--- src/rtl/core_pkg.sv ---
// core_pkg: shared load encodings, writeback select values and MEM/WB FSM states.
package core_pkg;
  localparam logic [2:0] F3_LB  = 3'b000;
  localparam logic [2:0] F3_LH  = 3'b001;
  localparam logic [2:0] F3_LW  = 3'b010;
  localparam logic [2:0] F3_LBU = 3'b100;
  localparam logic [2:0] F3_LHU = 3'b101;
  localparam logic WB_SEL_MEM = 1'b0;
  localparam logic WB_SEL_ALU = 1'b1;
  typedef enum logic {IDLE = 1'b0, WAIT_RSP = 1'b1} state_t;
endpackage

--- src/rtl/load_formatter.sv ---
// load_formatter: aligns a raw memory word by byte offset and sign/zero-extends it,
// flagging misaligned halves/words and funct3 codes that are not loads.
module load_formatter
  import core_pkg::*;
(
  input  logic [31:0] i_rdata,
  input  logic [1:0]  i_addr,
  input  logic [2:0]  i_funct3,
  output logic [31:0] o_data,
  output logic        o_fault
);
  logic [7:0]  w_byte;
  logic [15:0] w_half;
  assign w_byte = i_rdata[{i_addr, 3'b000} +: 8];
  assign w_half = i_addr[1] ? i_rdata[31:16] : i_rdata[15:0];
  always_comb begin
    o_data  = (i_funct3 == F3_LB)  ? {{24{w_byte[7]}}, w_byte} :
              (i_funct3 == F3_LBU) ? {24'd0, w_byte} :
              (i_funct3 == F3_LH)  ? {{16{w_half[15]}}, w_half} :
              (i_funct3 == F3_LHU) ? {16'd0, w_half} : i_rdata;
    o_fault = (i_funct3 == 3'b011) | (i_funct3 == 3'b110) | (i_funct3 == 3'b111) |
              (((i_funct3 == F3_LH) | (i_funct3 == F3_LHU)) & i_addr[0]) |
              ((i_funct3 == F3_LW) & (i_addr != 2'b00));
  end
endmodule

--- src/rtl/mem_wb_stage.sv ---
// mem_wb_stage: MEM/WB pipeline register; formats load data, stalls upstream while a
// load waits on a multi-cycle memory response, and flags faulting loads.
module mem_wb_stage
  import core_pkg::*;
#(
  parameter int XLEN       = 32,
  parameter int REG_ADDR_W = 5
) (
  input  logic                  clk,
  input  logic                  rst_n,
  input  logic                  in_valid,
  input  logic [XLEN-1:0]       in_alu_result,
  input  logic [REG_ADDR_W-1:0] in_rd,
  input  logic                  in_regwrite,
  input  logic                  in_wb_sel,
  input  logic                  in_is_load,
  input  logic [2:0]            in_funct3,
  input  logic                  mem_rsp_valid,
  input  logic [XLEN-1:0]       mem_rdata,
  input  logic                  flush,
  output logic                  stall_o,
  output logic                  wb_valid,
  output logic [XLEN-1:0]       wb_load_data,
  output logic [XLEN-1:0]       wb_alu_result,
  output logic                  wb_sel,
  output logic [REG_ADDR_W-1:0] wb_rd,
  output logic                  wb_regwrite,
  output logic                  wb_fault
);
  state_t          r_state;
  logic [XLEN-1:0] w_fmt_data;
  logic            w_fmt_fault;
  logic            w_fault;
  logic            w_idle_go;
  logic            w_need_rsp;
  logic            w_stall;
  logic            w_cap;
  load_formatter u_fmt (
    .i_rdata  (mem_rdata),
    .i_addr   (in_alu_result[1:0]),
    .i_funct3 (in_funct3),
    .o_data   (w_fmt_data),
    .o_fault  (w_fmt_fault)
  );
  assign w_fault    = in_is_load & w_fmt_fault;
  assign w_idle_go  = (r_state == IDLE) & in_valid;
  assign w_need_rsp = w_idle_go & in_is_load & !w_fault;
  // Stalling and "next state is WAIT_RSP" are the same condition.
  assign w_stall    = !flush & !mem_rsp_valid & (w_need_rsp | (r_state == WAIT_RSP));
  assign stall_o    = rst_n & w_stall;
  assign w_cap      = !flush & ((w_idle_go & (!w_need_rsp | mem_rsp_valid)) |
                                ((r_state == WAIT_RSP) & mem_rsp_valid));
  always_ff @(posedge clk or negedge rst_n) begin
    if (!rst_n) begin
      r_state       <= IDLE;
      wb_valid      <= 1'b0;
      wb_load_data  <= '0;
      wb_alu_result <= '0;
      wb_sel        <= WB_SEL_MEM;
      wb_rd         <= '0;
      wb_regwrite   <= 1'b0;
      wb_fault      <= 1'b0;
    end else begin
      r_state       <= w_stall ? WAIT_RSP : IDLE;
      wb_valid      <= w_cap;
      wb_load_data  <= (w_cap & !w_fault) ? w_fmt_data : '0;
      wb_alu_result <= in_alu_result;
      wb_sel        <= in_wb_sel;
      wb_rd         <= in_rd;
      wb_regwrite   <= w_cap & in_regwrite & !w_fault;
      wb_fault      <= w_cap & w_fault;
    end
  end
endmodule

--- config.mk ---
export PLATFORM = sky130hd
export DESIGN_NAME = mem_wb_stage
export DESIGN_NICKNAME = d
export VERILOG_FILES = /design/src/rtl/core_pkg.sv /design/src/rtl/load_formatter.sv /design/src/rtl/mem_wb_stage.sv
export SDC_FILE = /design/constraint.sdc
export NUM_CORES = 1
export LEC_CHECK = 0
export BUFFER_PORTS_ARGS = -buffer_cell sky130_fd_sc_hd__buf_2
export CAP_MARGIN = 0
export CORE_ASPECT_RATIO = 0.8
export CORE_MARGIN = 2
export CORE_UTILIZATION = 43
export CTS_BUF_LIST = sky130_fd_sc_hd__clkbuf_16
export CTS_CLUSTER_DIAMETER = 200
export DETAILED_ROUTE_END_ITERATION = 10
export PLACE_DENSITY = 0.75
export SYNTH_ARGS = -nofsm -noshare
export SYNTH_HDL_FRONTEND = slang
export SYNTH_SLANG_ARGS = --single-unit
--- constraint.sdc ---
create_clock -name clk -period 1.85 [get_ports clk]
set_input_delay 0.0925 -clock clk [delete_from_list [all_inputs] [get_ports clk]]
set_output_delay 0.0925 -clock clk [all_outputs]
set_load 0.05 [all_outputs]
==> Word level (Yosys, flattened, before mapping) <==
Index checks and enable logic that the tools add are counted.
{ "op_classes": {"eq_ne": 7, "n_shift": 1, "muxes": 7, "bitwise": 25, "n_reduce_logical": 6} }
{ "op_table": {"columns": ["op", "n"], "rows": [
  ["$mux W32", 5],
  ["$shiftx A32 B6 Y8", 1],
  ["$and A1 B1 Y1", 16],
  ["$mux W16", 1],
  ["$eq A3 B3 Y1 const B", 4],
  ["$or A1 B1 Y1", 8],
  ["$eq A3 B2 Y1 const B", 2],
  ["$logic_not A1 Y1", 4],
  ["$eq A3 B1 Y1 const B", 1],
  ["$logic_not A3 Y1", 1],
  ["$reduce_bool A2 Y1", 1],
  ["$mux W1", 1],
  ["$not A1 Y1", 1]
]} }
{ "word_totals": {"reg_bits": 74, "inputBits": 80, "output_inout_bits": 74} }

==> Longest topological paths before layout <==
Gate-level depths: netlist (run 1).
{ "depth": {"depth_word": 15, "mapped_depth": 6, "mapped_depth_nobuf": 4} }

==> Cells and area by module <==
A second synthesis (run 1) with hierarchy kept.
{ "hier_totals": {"cells_unflattened": 251, "area_unflattened_um2": 3025.4} }
{ "by_module_without_submodules": {"columns": ["module", "instances", "cells_each", "area_each_um2", "seq_area_each_um2"], "rows": [
  ["mem_wb_stage", 1, 126, 2199.6, 1851.8],
  ["load_formatter", 1, 125, 825.8, 0.0]
]} }

==> Worst setup path after synthesis (run 1) <==
Ideal clock, no wire load.
{ "synth_path": {"path_kind": "input-to-output", "from": "in in_alu_result[1]", "to": "out stall_o", "t_arrival_ns": 2.364, "slack_ns": -0.607, "stages": 5, "path_cell_list": "buf_2 -> nor4_4 -> or2_2 -> a31oi_1 -> nor4b_1"} }
{ "synth_between": {"elab_chain_len": 9} }
{ "synth_rtl": {"columns": ["item", "line_no", "source"], "rows": [
  ["from (decl)", "mem_wb_stage.sv:12", "input logic [XLEN-1:0] in_alu_result,"],
  ["$reduce_bool A2 Y1", "load_formatter.sv:23", "((i_funct3 == F3_LW) & (i_addr != 2'b00));"],
  ["$and A1 B1 Y1", "load_formatter.sv:23", null],
  ["$or A1 B1 Y1", "load_formatter.sv:22", "(((i_funct3 == F3_LH) | (i_funct3 == F3_LHU)) & i_addr[0]) |"],
  ["$and A1 B1 Y1", "mem_wb_stage.sv:45", "assign w_fault = in_is_load & w_fmt_fault;"],
  ["$logic_not A1 Y1", "mem_wb_stage.sv:47", "assign w_need_rsp = w_idle_go & in_is_load & !w_fault;"],
  ["$and A1 B1 Y1", "mem_wb_stage.sv:47", null],
  ["$or A1 B1 Y1", "mem_wb_stage.sv:49", "assign w_stall = !flush & !mem_rsp_valid & (w_need_rsp | (r_state == WAIT_RSP));"],
  ["$and A1 B1 Y1", "mem_wb_stage.sv:49", null],
  ["$and A1 B1 Y1", "mem_wb_stage.sv:50", "assign stall_o = rst_n & w_stall;"],
  ["to (decl)", "mem_wb_stage.sv:21", "output logic stall_o,"]
]} }
Every way passes these cells.

==> Worst setup path in the final report (run 1) <==
{ "layout_path": {"from": "in flush", "to": "reg wb_load_data[0]"} }
{ "layout_between": {"elab_chain_len": 4} }
{ "layout_rtl": {"columns": ["item", "line_no", "source"], "rows": [
  ["from (decl)", "mem_wb_stage.sv:20", "input logic flush,"],
  ["$logic_not A1 Y1", "mem_wb_stage.sv:51", "assign w_cap = !flush & ((w_idle_go & (!w_need_rsp | mem_rsp_valid)) |"],
  ["$and A1 B1 Y1", "mem_wb_stage.sv:51", null],
  ["$and A1 B1 Y1", "mem_wb_stage.sv:66", "wb_load_data <= (w_cap & !w_fault) ? w_fmt_data : '0;"],
  ["$mux W32", "mem_wb_stage.sv:66", null],
  ["to (signal assigned)", "mem_wb_stage.sv:66", null],
  ["to (decl)", "mem_wb_stage.sv:23", "output logic [XLEN-1:0] wb_load_data,"]
]} }
Every way passes these cells.

==> flow_metrics.py, run 1 <==
metrics = {
    "status": {
        "status": "finished, final reports clean",
    },
    "global_routing": {
        "gr-total-overflow": 0,
        "grt_start_max_net_pins": 75,
        "grt_pass1_vias": 2445,
        "grt_pass1_wl_um": 13000,
        "grt.total_usage_pct": 24.2,
        "antenna_found_initial": 1,
    },
    "yosys": {
        "synth-seq-area-share_pct": 65.4,
        "synth_top_area_share_pct": 65.4,
        "synth.most_common_cell": "dfrtp_1",
        "synth-simple-area-share_pct": 8.35,
        "synthFlopType": "dfrtp_1",
        "yosys_warnings": 0,
        "synthMuxAreaShare_pct": 11.5,
        "synth_top_family_by_area": "multiplexers",
        "synth_edf_count": 0,
        "ys_top_cells_by_area": "dfrtp_1 (65%), mux4_2 (5.6%), a21oi_1 (4.8%)",
        "syn-cell-area_um2": 2830,
        "synth_top_area_cell": "dfrtp_1",
        "synthTopCellsByCount": "dfrtp_1 (74), a21oi_1 (27), nand2_1 (25), nor2_1 (10), mux2i_1 (9)",
        "synth-xor-area-share_pct": 0,
        "ys_types": 33,
        "async_flop_share_pct": 100,
        "synth.net_count": 290,
        "synth.avg_cell_area_um2": 13.5,
        "ys_ff_latch": 74,
        "synthCells": 210,
        "synth-compound-area-share_pct": 11.0,
        "synth_adder_area_share_pct": 0,
    },
    "worst_setup_path": {
        "rr_startpoint": "r_state$_DFF_PN0_",
        "r2r_setup_slack_ns": 0.33,
        "crit_fanout": 33,
        "startpoint": "flush",
        "required_ns": 2.08,
        "ff2ff_path_depth": 3,
        "crit_type": "primary input to flop",
        "worstReg2RegEnd": "wb_load_data[18]$_DFF_PN0_",
        "cp.arrival_ns": 1.80,
        "endpoint_kind": "flop",
        "start_kind": "primary input",
    },
    "die": {
        "io_pins": 154,
        "dieArea_um2": 7250,
        "core.rowCount": 26,
        "die_height_um": 76.6,
        "floorplan.initialDensity_pct": 44.4,
        "die_w_um": 94.7,
        "core_region_area_um2": 6380,
    },
    "sta": {
        "finalSetupViolCount": 0,
        "min_period_ns": 1.57,
        "slew_violations": 0,
        "tns_ns": 0,
        "rsz0062_at_grt": "no",
        "slew-limit-headroom_pct": 22.3,
        "clock_skew_ns": 0.00791,
        "fmax_mhz": 637,
        "whs_ns": 0.0266,
        "hold_viol": 0,
        "tightest_slew_ns": 1.16,
        "finalCritPeriodShare_pct": 84.9,
    },
    "worst_hold_path": {
        "min_to": "wb_load_data[31]$_DFF_PN0_",
        "worstHoldPathCells": 3,
        "min_from": "mem_rdata[31]",
        "hold_class": "primary input to flop",
    },
    "layout": {
        "drive_above_1_share_pct": 48.4,
        "areaGrowthSynthToFinish_pct": 56.7,
        "fin_nets": 487,
    },
    "route": {
        "drtIter0Drc": 76,
        "routed_via_density": 4.90,
        "wire_per_inst_um": 16.9,
        "vias": 2430,
        "antenna_left": 0,
        "drt-total-wl_um": 8390,
        "drc_errors": 0,
        "first_pass_iters": 4,
    },
    "power": {
        "p_per_area_nw_per_um2": 995,
        "vdd_drop_max_uv": 548,
        "p_leak_uw": 0.00232,
    },
    "clock_tree": {
        "cts_resized": 0,
        "cts_buffer_depth": 2,
        "htreeDepth": 3,
        "cts_tree": "done",
        "numCtsBuffers": 9,
        "clk_pin_slew_worst_paths_ns": 0.06,
        "clk_latency_ns": 0.33,
        "clock-root-buffer": "clkbuf_16",
        "clock_sinks": 74,
    },
    "flow_run": {
        "drv_cap": 0,
    },
    "placed_design": {
        "port_buffers": 153,
        "place_congestion": 0.798,
        "hpwl_um": 5270,
    },
}
## kinds of logic (layout without fill, tap and decap cells)
family / after synthesis / in the layout
other: 0 / 1
DFF: 74 / 74
and+or+nand+nor: 48 / 48
AOI/OAI and AO/OA: 47 / 47
buffers and inverters: 18 / 219
muxes: 23 / 23
## registers in the layout, summed over array words and instances (netlist names)
signal / flops
wb_alu_result: 32
wb_load_data: 32
wb_rd: 5
r_state: 1
wb_fault: 1
wb_regwrite: 1
wb_sel: 1
wb_valid: 1
## cells in the final DEF (no fill, tap or decap), drive strengths merged, types with 3 or more instances in the layout
cell type	count
dlygate4sd3	42
bufinv	3
a21oi	27
buf	159
nor2	10
mux4	7
mux2	7
inv	4
o21ai	4
a211oi	7
nand2	25
mux2i	9
dfrtp	74
clkbuf	9
## worst max-delay path by stage
stage          cells past startpoint  slack [ns]                    endpoint
2_1_floorplan                      5        0.08                     stall_o
3_3_place_gp                       5        0.15  wb_load_data[18]$_DFF_PN0_
3_5_place_dp                       5        0.04  wb_load_data[18]$_DFF_PN0_
4_1_cts                            5        0.27   wb_load_data[0]$_DFF_PN0_
5_1_grt                            3        0.17  wb_load_data[25]$_DFF_PN0_
6_report                           5        0.28   wb_load_data[0]$_DFF_PN0_
## timing repair
action | in CTS | in global routing
endpoints found under the setup margin | 0 | 0
buffers inserted | 0 | 0
hold endpoints to repair | 115 | 0
hold buffers | 42 | 0
## per-stage QoR
step | std cells | power [µW] | util [%] | setup WS, ns | area, µm²
finish | 496 | 4410 | 69.6 | 0.280 | 4440
global route | 496 | 4590 | 69.6 | 0.169 | 4440
CTS | 495 | 4450 | 69.6 | 0.275 | 4440
detailed placement | 438 | 2400 | 57.6 | 0.0416 | 3670
global placement | 438 | 2390 | 57.6 | 0.152 | 3670
floorplan | 210 | 2160 | - | 0.0755 | 2840
## area by class of cell
class	instances	area (µm²)
fill	471	1940
multi-input combinational	118	881
clock inverter	6	115
inverter	3	11.3
clock buffer	9	225
tap	84	105
antenna	1	2.50
sequential	74	1850
timing repair buffer	201	1250
## critical path, stage by stage
cell,delay [ns]
dlygate4sd3_1,0.53
buf_2,0.15
o21bai_1,0.17
a221o_2,0.57
a211oi_1,0.28
## report_power, final
part	total, µW	internal (µW)	switching (µW)
sequential	1710	1690	20.7
clock	1970	1320	652
combinational	738	253	485
## per-layer routing
layer  vias up  global-route usage (%)  wire length, µm
met3        10                    7.52              708
met4         0                    7.10              102
met5         -                       0                0
li1       1129                       -                -
met2       119                    40.5             4210
met1      1172                    30.1             3360
Note: power is estimated with default switching activity, not from simulation.
==> inputs of run 2 (changes only) <==
--- a/config.mk
+++ b/config.mk
@@ -9,11 +9,11 @@
 export CAP_MARGIN = 0
 export CORE_ASPECT_RATIO = 0.8
 export CORE_MARGIN = 2
-export CORE_UTILIZATION = 43
+export CORE_UTILIZATION = 40
 export CTS_BUF_LIST = sky130_fd_sc_hd__clkbuf_16
 export CTS_CLUSTER_DIAMETER = 200
 export DETAILED_ROUTE_END_ITERATION = 10
-export PLACE_DENSITY = 0.75
+export PLACE_DENSITY = 0.73
 export SYNTH_ARGS = -nofsm -noshare
 export SYNTH_HDL_FRONTEND = slang
 export SYNTH_SLANG_ARGS = --single-unit
==> constraint.sdc (replaced) <==
create_clock -name clk -period 1.3 [get_ports clk]
set_input_delay 0.065 -clock clk [delete_from_list [all_inputs] [get_ports clk]]
set_output_delay 0.065 -clock clk [all_outputs]
set_load 0.05 [all_outputs]
==> run 2 against run 1 <==
The run now ends with setup timing left; routed wire length fell by 1.2%; sequential share of layout area is 2.4 points lower; worst setup slack got worse by 0.35 ns; total power up 37%; utilization fell by 0.93 points; non-clock buffer count increased by 18; clock skew is 0.0035 ns lower; critical path depth fell by 1; critical endpoint is now stall_o; largest cell class unchanged; global-route usage is 2.6 points lower; register-to-register slack got worse by 0.37 ns; die area rose by 7.1%; combinational power increased by 54%.
==> flow_metrics.py, run 2 (synthesis gave the netlist of run 1 again) <==
metrics = {
    "status": {
        "status": "complete, but fails checks",
        "violations": "setup timing",
    },
    "sta": {
        "rsz0062_at_grt": "yes",
        "min_period_ns": 1.37,
        "clock_skew_ns": 0.00438,
        "slew-limit-headroom_pct": 72.7,
        "whs_ns": 0.0120,
        "final.setup.worst_slack_ns": -0.0680,
        "finalCritPeriodShare_pct": 105,
        "finalSetupViolCount": 5,
        "fmax_mhz": 731,
        "tightest_slew_ns": 0.409,
        "slew_violations": 0,
        "hold_viol": 0,
    },
    "layout": {
        "diodes": 0,
        "stdcell_count": 517,
        "areaGrowthSynthToFinish_pct": 66.3,
        "top_regs": "wb_alu_result x32, wb_load_data x32, wb_rd x5",
        "fin_nets": 505,
        "drive_above_1_share_pct": 55.6,
        "mostFrequentLayoutCells": "buf_2 (152), dfrtp_1 (74), dlygate4sd3_1 (43)",
        "post-route-util_pct": 68.7,
        "final_common_cell": "buf_2",
        "num-fill-cells": 498,
    },
    "route": {
        "routed_via_density": 4.87,
        "first_pass_iters": 4,
        "drt-total-wl_um": 8280,
        "vias": 2519,
        "antenna_left": 0,
        "drtIter0Drc": 81,
        "drc_errors": 0,
        "wire_per_inst_um": 16.0,
    },
    "worst_setup_path": {
        "endpoint_kind": "primary output",
        "critPathMaxStageDelay_ns": 0.39,
        "slowest_stage": "dfrtp_1",
        "crit_fanout": 4,
        "r2r_setup_slack_ns": -0.04,
        "cpMostUsedCell": "buf_6",
        "startpoint": "r_state$_DFF_PN0_",
        "required_ns": 1.24,
        "start_kind": "flop",
        "endpoint": "stall_o",
        "crit_chain": "buf_6, a31oi_4, nor4b_4, buf_6",
        "worstReg2RegEnd": "wb_load_data[3]$_DFF_PN0_",
        "cp.arrival_ns": 1.30,
        "rr_startpoint": "r_state$_DFF_PN0_",
        "ff2ff_path_depth": 4,
        "crit_type": "flop to primary output",
    },
    "die": {
        "io_pins": 154,
        "dieArea_um2": 7770,
        "floorplan.initialDensity_pct": 41.3,
        "die_w_um": 98.1,
        "die_height_um": 79.3,
        "core_region_area_um2": 6860,
        "core.rowCount": 27,
    },
    "global_routing": {
        "grt_pass1_vias": 2573,
        "antenna_found_initial": 0,
        "grt_start_max_net_pins": 75,
        "grt_pass1_wl_um": 12800,
        "gr-total-overflow": 0,
        "grt.total_usage_pct": 21.6,
    },
    "clock_tree": {
        "htreeDepth": 3,
        "numCtsBuffers": 9,
        "clk_pin_slew_worst_paths_ns": 0.06,
        "cts_tree": "done",
        "clock_sinks": 74,
        "clock-root-buffer": "clkbuf_16",
        "cts_buffer_depth": 2,
        "clk_latency_ns": 0.33,
    },
    "power": {
        "p_per_area_nw_per_um2": 1280,
        "p_leak_uw": 0.00241,
        "total_power_uw": 6030,
        "vdd_drop_max_uv": 602,
    },
    "placed_design": {
        "dpl_worst_slack_ns": -0.117,
        "placed_cells": 455,
        "port_buffers": 153,
        "hpwl_um": 5270,
        "place_congestion": 0.852,
    },
    "worst_hold_path": {
        "hold_class": "primary input to flop",
    },
    "flow_run": {
        "drv_cap": 0,
    },
}
[run 2: cell types whose count changed in the layout (fill, tap and decap cells not counted), sizes merged]
cell,previous run,this run
clkbuf,9,10
dlygate4sd3,42,43
buf,159,175
clkinv,1,4
bufinv,3,1
diode,1,0
[run 2: stage by stage]
step	TNS, ns	instance area, µm²
2_1_floorplan	-0.135	2850
3_3_place_gp	-0.777	3800
3_5_place_dp	-1.44	3800
4_1_cts	-0.0755	4580
5_1_grt	-0.886	4710
6_report	-0.142	4710
[run 2: what timing repair did]
item,CTS,global route
pin swaps,0,2
setup endpoints to repair,2,20
endpoints found under the hold margin,116,0
cloned,0,2
hold buffers,43,0
gates resized for setup,6,26
buffers inserted,1,0
[run 2: where the power goes]
part	internal, µW	switching, µW	total [µW]
Sequential	2400	26.6	2430
Combinational	418	724	1140
Clock	1500	960	2460
Total	4320	1710	6030
[run 2: cell type report]
cell class                      count  area (µm²)  share of cell area, %
Tap cell                           87         109                   2.31
Inverter                            3        11.3                  0.239
Timing Repair Buffer              219        1440                   30.6
Clock buffer                        9         225                   4.78
Clock inverter                      7        77.6                   1.65
Multi-Input combinational cell    118         995                   21.1
Sequential cell                    74        1850                   39.3
[run 2: worst min-delay path by stage]
stage	startpoint	end	slack (ns)	depth (start not counted)
final	mem_rdata[24]	wb_load_data[24]$_DFF_PN0_	0.01	3
after global routing	mem_rdata[21]	wb_load_data[21]$_DFF_PN0_	0.02	3
after CTS	mem_rdata[24]	wb_load_data[24]$_DFF_PN0_	0.0008	3
after detailed placement	rst_n	wb_alu_result[6]$_DFF_PN0_	0.12	2
after global placement	rst_n	r_state$_DFF_PN0_	0.12	2
after floorplan	rst_n	r_state$_DFF_PN0_	-0.23	0
[run 2: worst max-delay path, delay by kind of cell (launching register included)]
| family | cells | cell delay [ns] |
|---|---|---|
| compound gates | 1 | 0.04 |
| simple gates | 1 | 0.23 |
| buf+inv | 2 | 0.32 |
| flops | 1 | 0.39 |
[run 2: layer usage]
| metal | wire length (µm) | global-route usage (%) | share of wire, % |
|---|---|---|---|
| met1 | 3380 | 26.7 | 41 |
| met2 | 4130 | 36.8 | 50 |
| met3 | 677 | 5.99 | 8.2 |
| met4 | 92 | 7.22 | 1.1 |
| met5 | 0 | 0 | 0 |
==> inputs of run 3 (changes only) <==
--- a/config.mk
+++ b/config.mk
@@ -7,12 +7,12 @@
 export LEC_CHECK = 0
 export BUFFER_PORTS_ARGS = -buffer_cell sky130_fd_sc_hd__buf_2
 export CAP_MARGIN = 0
-export CORE_ASPECT_RATIO = 0.8
 export CORE_MARGIN = 2
 export CORE_UTILIZATION = 40
 export CTS_BUF_LIST = sky130_fd_sc_hd__clkbuf_16
 export CTS_CLUSTER_DIAMETER = 200
 export DETAILED_ROUTE_END_ITERATION = 10
+export HOLD_SLACK_MARGIN = 0.15
 export PLACE_DENSITY = 0.73
 export SYNTH_ARGS = -nofsm -noshare
 export SYNTH_HDL_FRONTEND = slang
==> run 3 against run 2 <==
Worst hold slack worse by 0.026 ns; cell count up 5.8%; critical endpoint is now wb_load_data[3]$_DFF_PN0_; final area up 6.0%; sequential share of layout area down 2.2 points; utilization up 4.4 points; worst setup slack worse by 0.0029 ns; largest power group unchanged; register-to-register slack worse by 0.03 ns; clock power up 7%; non-clock buffer count up 21; routed wire length up 18%; the run ends with hold timing, setup timing left.
==> flow_metrics.py, run 3 (synthesis gave the netlist of run 1 again) <==
metrics = {
    "power": {
        "vdd_drop_max_uv": 562,
        "pwr-share-clk_pct": 41.7,
        "power.switching_uw": 1730,
        "p_leak_uw": 0.00253,
        "power_frac_seq_pct": 38.8,
        "p_per_area_nw_per_um2": 1260,
        "combPwrFrac_pct": 19.6,
        "internal_power_uw": 4550,
        "switching_share_pct": 27.6,
    },
    "global_routing": {
        "gr-total-overflow": 0,
        "grt_pass1_wl_um": 13500,
        "grt.total_usage_pct": 23.8,
        "grt_start_max_net_pins": 75,
        "grt_pass1_vias": 2630,
        "antenna_found_initial": 0,
    },
    "layout": {
        "drive_above_1_share_pct": 53.2,
        "mostFrequentLayoutCells": "buf_2 (151), dfrtp_1 (73), dlygate4sd3_1 (65)",
        "areaGrowthSynthToFinish_pct": 76.3,
        "diodes": 0,
        "top_regs": "wb_alu_result x32, wb_load_data x32, wb_rd x5",
        "fin_nets": 526,
        "final_common_cell": "buf_2",
        "stdcell_count": 547,
    },
    "clock_tree": {
        "clock_sinks": 74,
        "cts_hold_buffers": 66,
        "cts_tree": "done",
        "htreeDepth": 3,
        "cts_buffer_depth": 2,
        "numCtsBuffers": 9,
        "clk_pin_slew_worst_paths_ns": 0.06,
        "clock-root-buffer": "clkbuf_16",
        "clk_latency_ns": 0.32,
    },
    "die": {
        "io_pins": 154,
        "floorplan.initialDensity_pct": 41.4,
        "core.rowCount": 30,
        "dieArea_um2": 7770,
        "die_height_um": 88.1,
        "core_region_area_um2": 6830,
        "die_w_um": 88.1,
    },
    "worst_setup_path": {
        "slowest_stage": "dfrtp_2",
        "cp.buffers_inverters": 1,
        "crit_type": "flop to flop",
        "required_ns": 1.54,
        "rr_startpoint": "r_state$_DFF_PN0_",
        "startpoint": "r_state$_DFF_PN0_",
        "crit_fanout": 12,
        "crit_chain": "o21bai_1, a221o_2, clkbuf_16, a211oi_2",
        "endpoint_kind": "flop",
        "cp.arrival_ns": 1.61,
        "start_kind": "flop",
        "critPathMaxStageDelay_ns": 0.42,
        "critical_path.top_delay_family": "compound AO/OA/AOI/OAI gates",
    },
    "sta": {
        "slew_violations": 0,
        "tns_ns": -0.755,
        "hold_viol": 2,
        "min_period_ns": 1.37,
        "final.setup.worst_slack_ns": -0.0710,
        "rsz0062_at_grt": "yes",
        "whs_ns": -0.0140,
        "slew-limit-headroom_pct": 74.2,
        "finalSetupViolCount": 25,
        "tightest_slew_ns": 0.386,
        "finalCritPeriodShare_pct": 105,
        "clock_skew_ns": 0.00605,
        "fmax_mhz": 729,
    },
    "route": {
        "vias": 2689,
        "drc_errors": 0,
        "antenna_left": 0,
        "routed_via_density": 4.92,
        "drtIter0Drc": 84,
        "drt-total-wl_um": 9790,
        "wire_per_inst_um": 17.9,
        "first_pass_iters": 4,
    },
    "status": {
        "status": "complete, but fails checks",
        "violations": "hold timing, setup timing",
    },
    "placed_design": {
        "place_congestion": 0.749,
        "port_buffers": 153,
        "placed_cells": 459,
        "dpl_worst_slack_ns": -0.0789,
        "hpwl_um": 5740,
    },
    "worst_hold_path": {
        "min_from": "flush",
        "hold_class": "primary input to flop",
    },
    "flow_run": {
        "drv_cap": 0,
    },
}
## run 3: repair_timing
item	in CTS	in global routing
gates resized for setup	3	29
setup buffers	2	2
hold endpoints to repair	139	2
setup endpoints to repair	4	32
pin swaps	0	2
cloned	0	2
## run 3: metrics by stage
stage	cell area, µm²	total power (µW)	util (%)
2_1_floorplan	2850	3080	-
3_3_place_gp	3800	3440	55.7
3_5_place_dp	3800	3460	55.7
4_1_cts	4810	6220	70.4
5_1_grt	4990	6500	73.1
6_report	4990	6280	73.1
## run 3: path summary, 6_finish.rpt
path,depth (start not counted),endpoint,slack [ns]
setup / recovery,4,wb_load_data[3]$_DFF_PN0_,-0.07
hold / removal,2,wb_fault$_DFF_PN0_,-0.01
setup reg to reg,4,wb_load_data[3]$_DFF_PN0_,-0.07
hold reg to reg,2,r_state$_DFF_PN0_,0.70
max in group asynchronous,3,r_state$_DFF_PN0_,0.62
min in group asynchronous,3,wb_alu_result[8]$_DFF_PN0_,0.36
## run 3: power groups by stage
stage / Sequential [µW] / Clock, µW / Combinational, µW
after CTS: 2430 / 2640 / 1150
after global routing: 2440 / 2750 / 1300
final: 2440 / 2620 / 1230
after global placement: 2470 / 0 / 975
after detailed placement: 2470 / 0 / 990
after floorplan: 2840 / 0 / 240
## run 3: final cells by class
class	instances	area [µm²]
sequential	74	1850
fill	471	1840
timing repair buffer	240	1680
multi-input combinational	118	1000
clock buffer	9	225
tap	96	120
clock inverter	7	93.8
inverter	3	11.3
## run 3: routing by layer
metal / track usage [%] / part of all wire [%] / vias to the layer above
met4: 11.4 / 3.4 / 0
li1: - / - / 1205
met2: 41.8 / 52 / 143
met3: 4.15 / 6.9 / 33
met5: 0 / 0 / -
met1: 28.2 / 37 / 1308
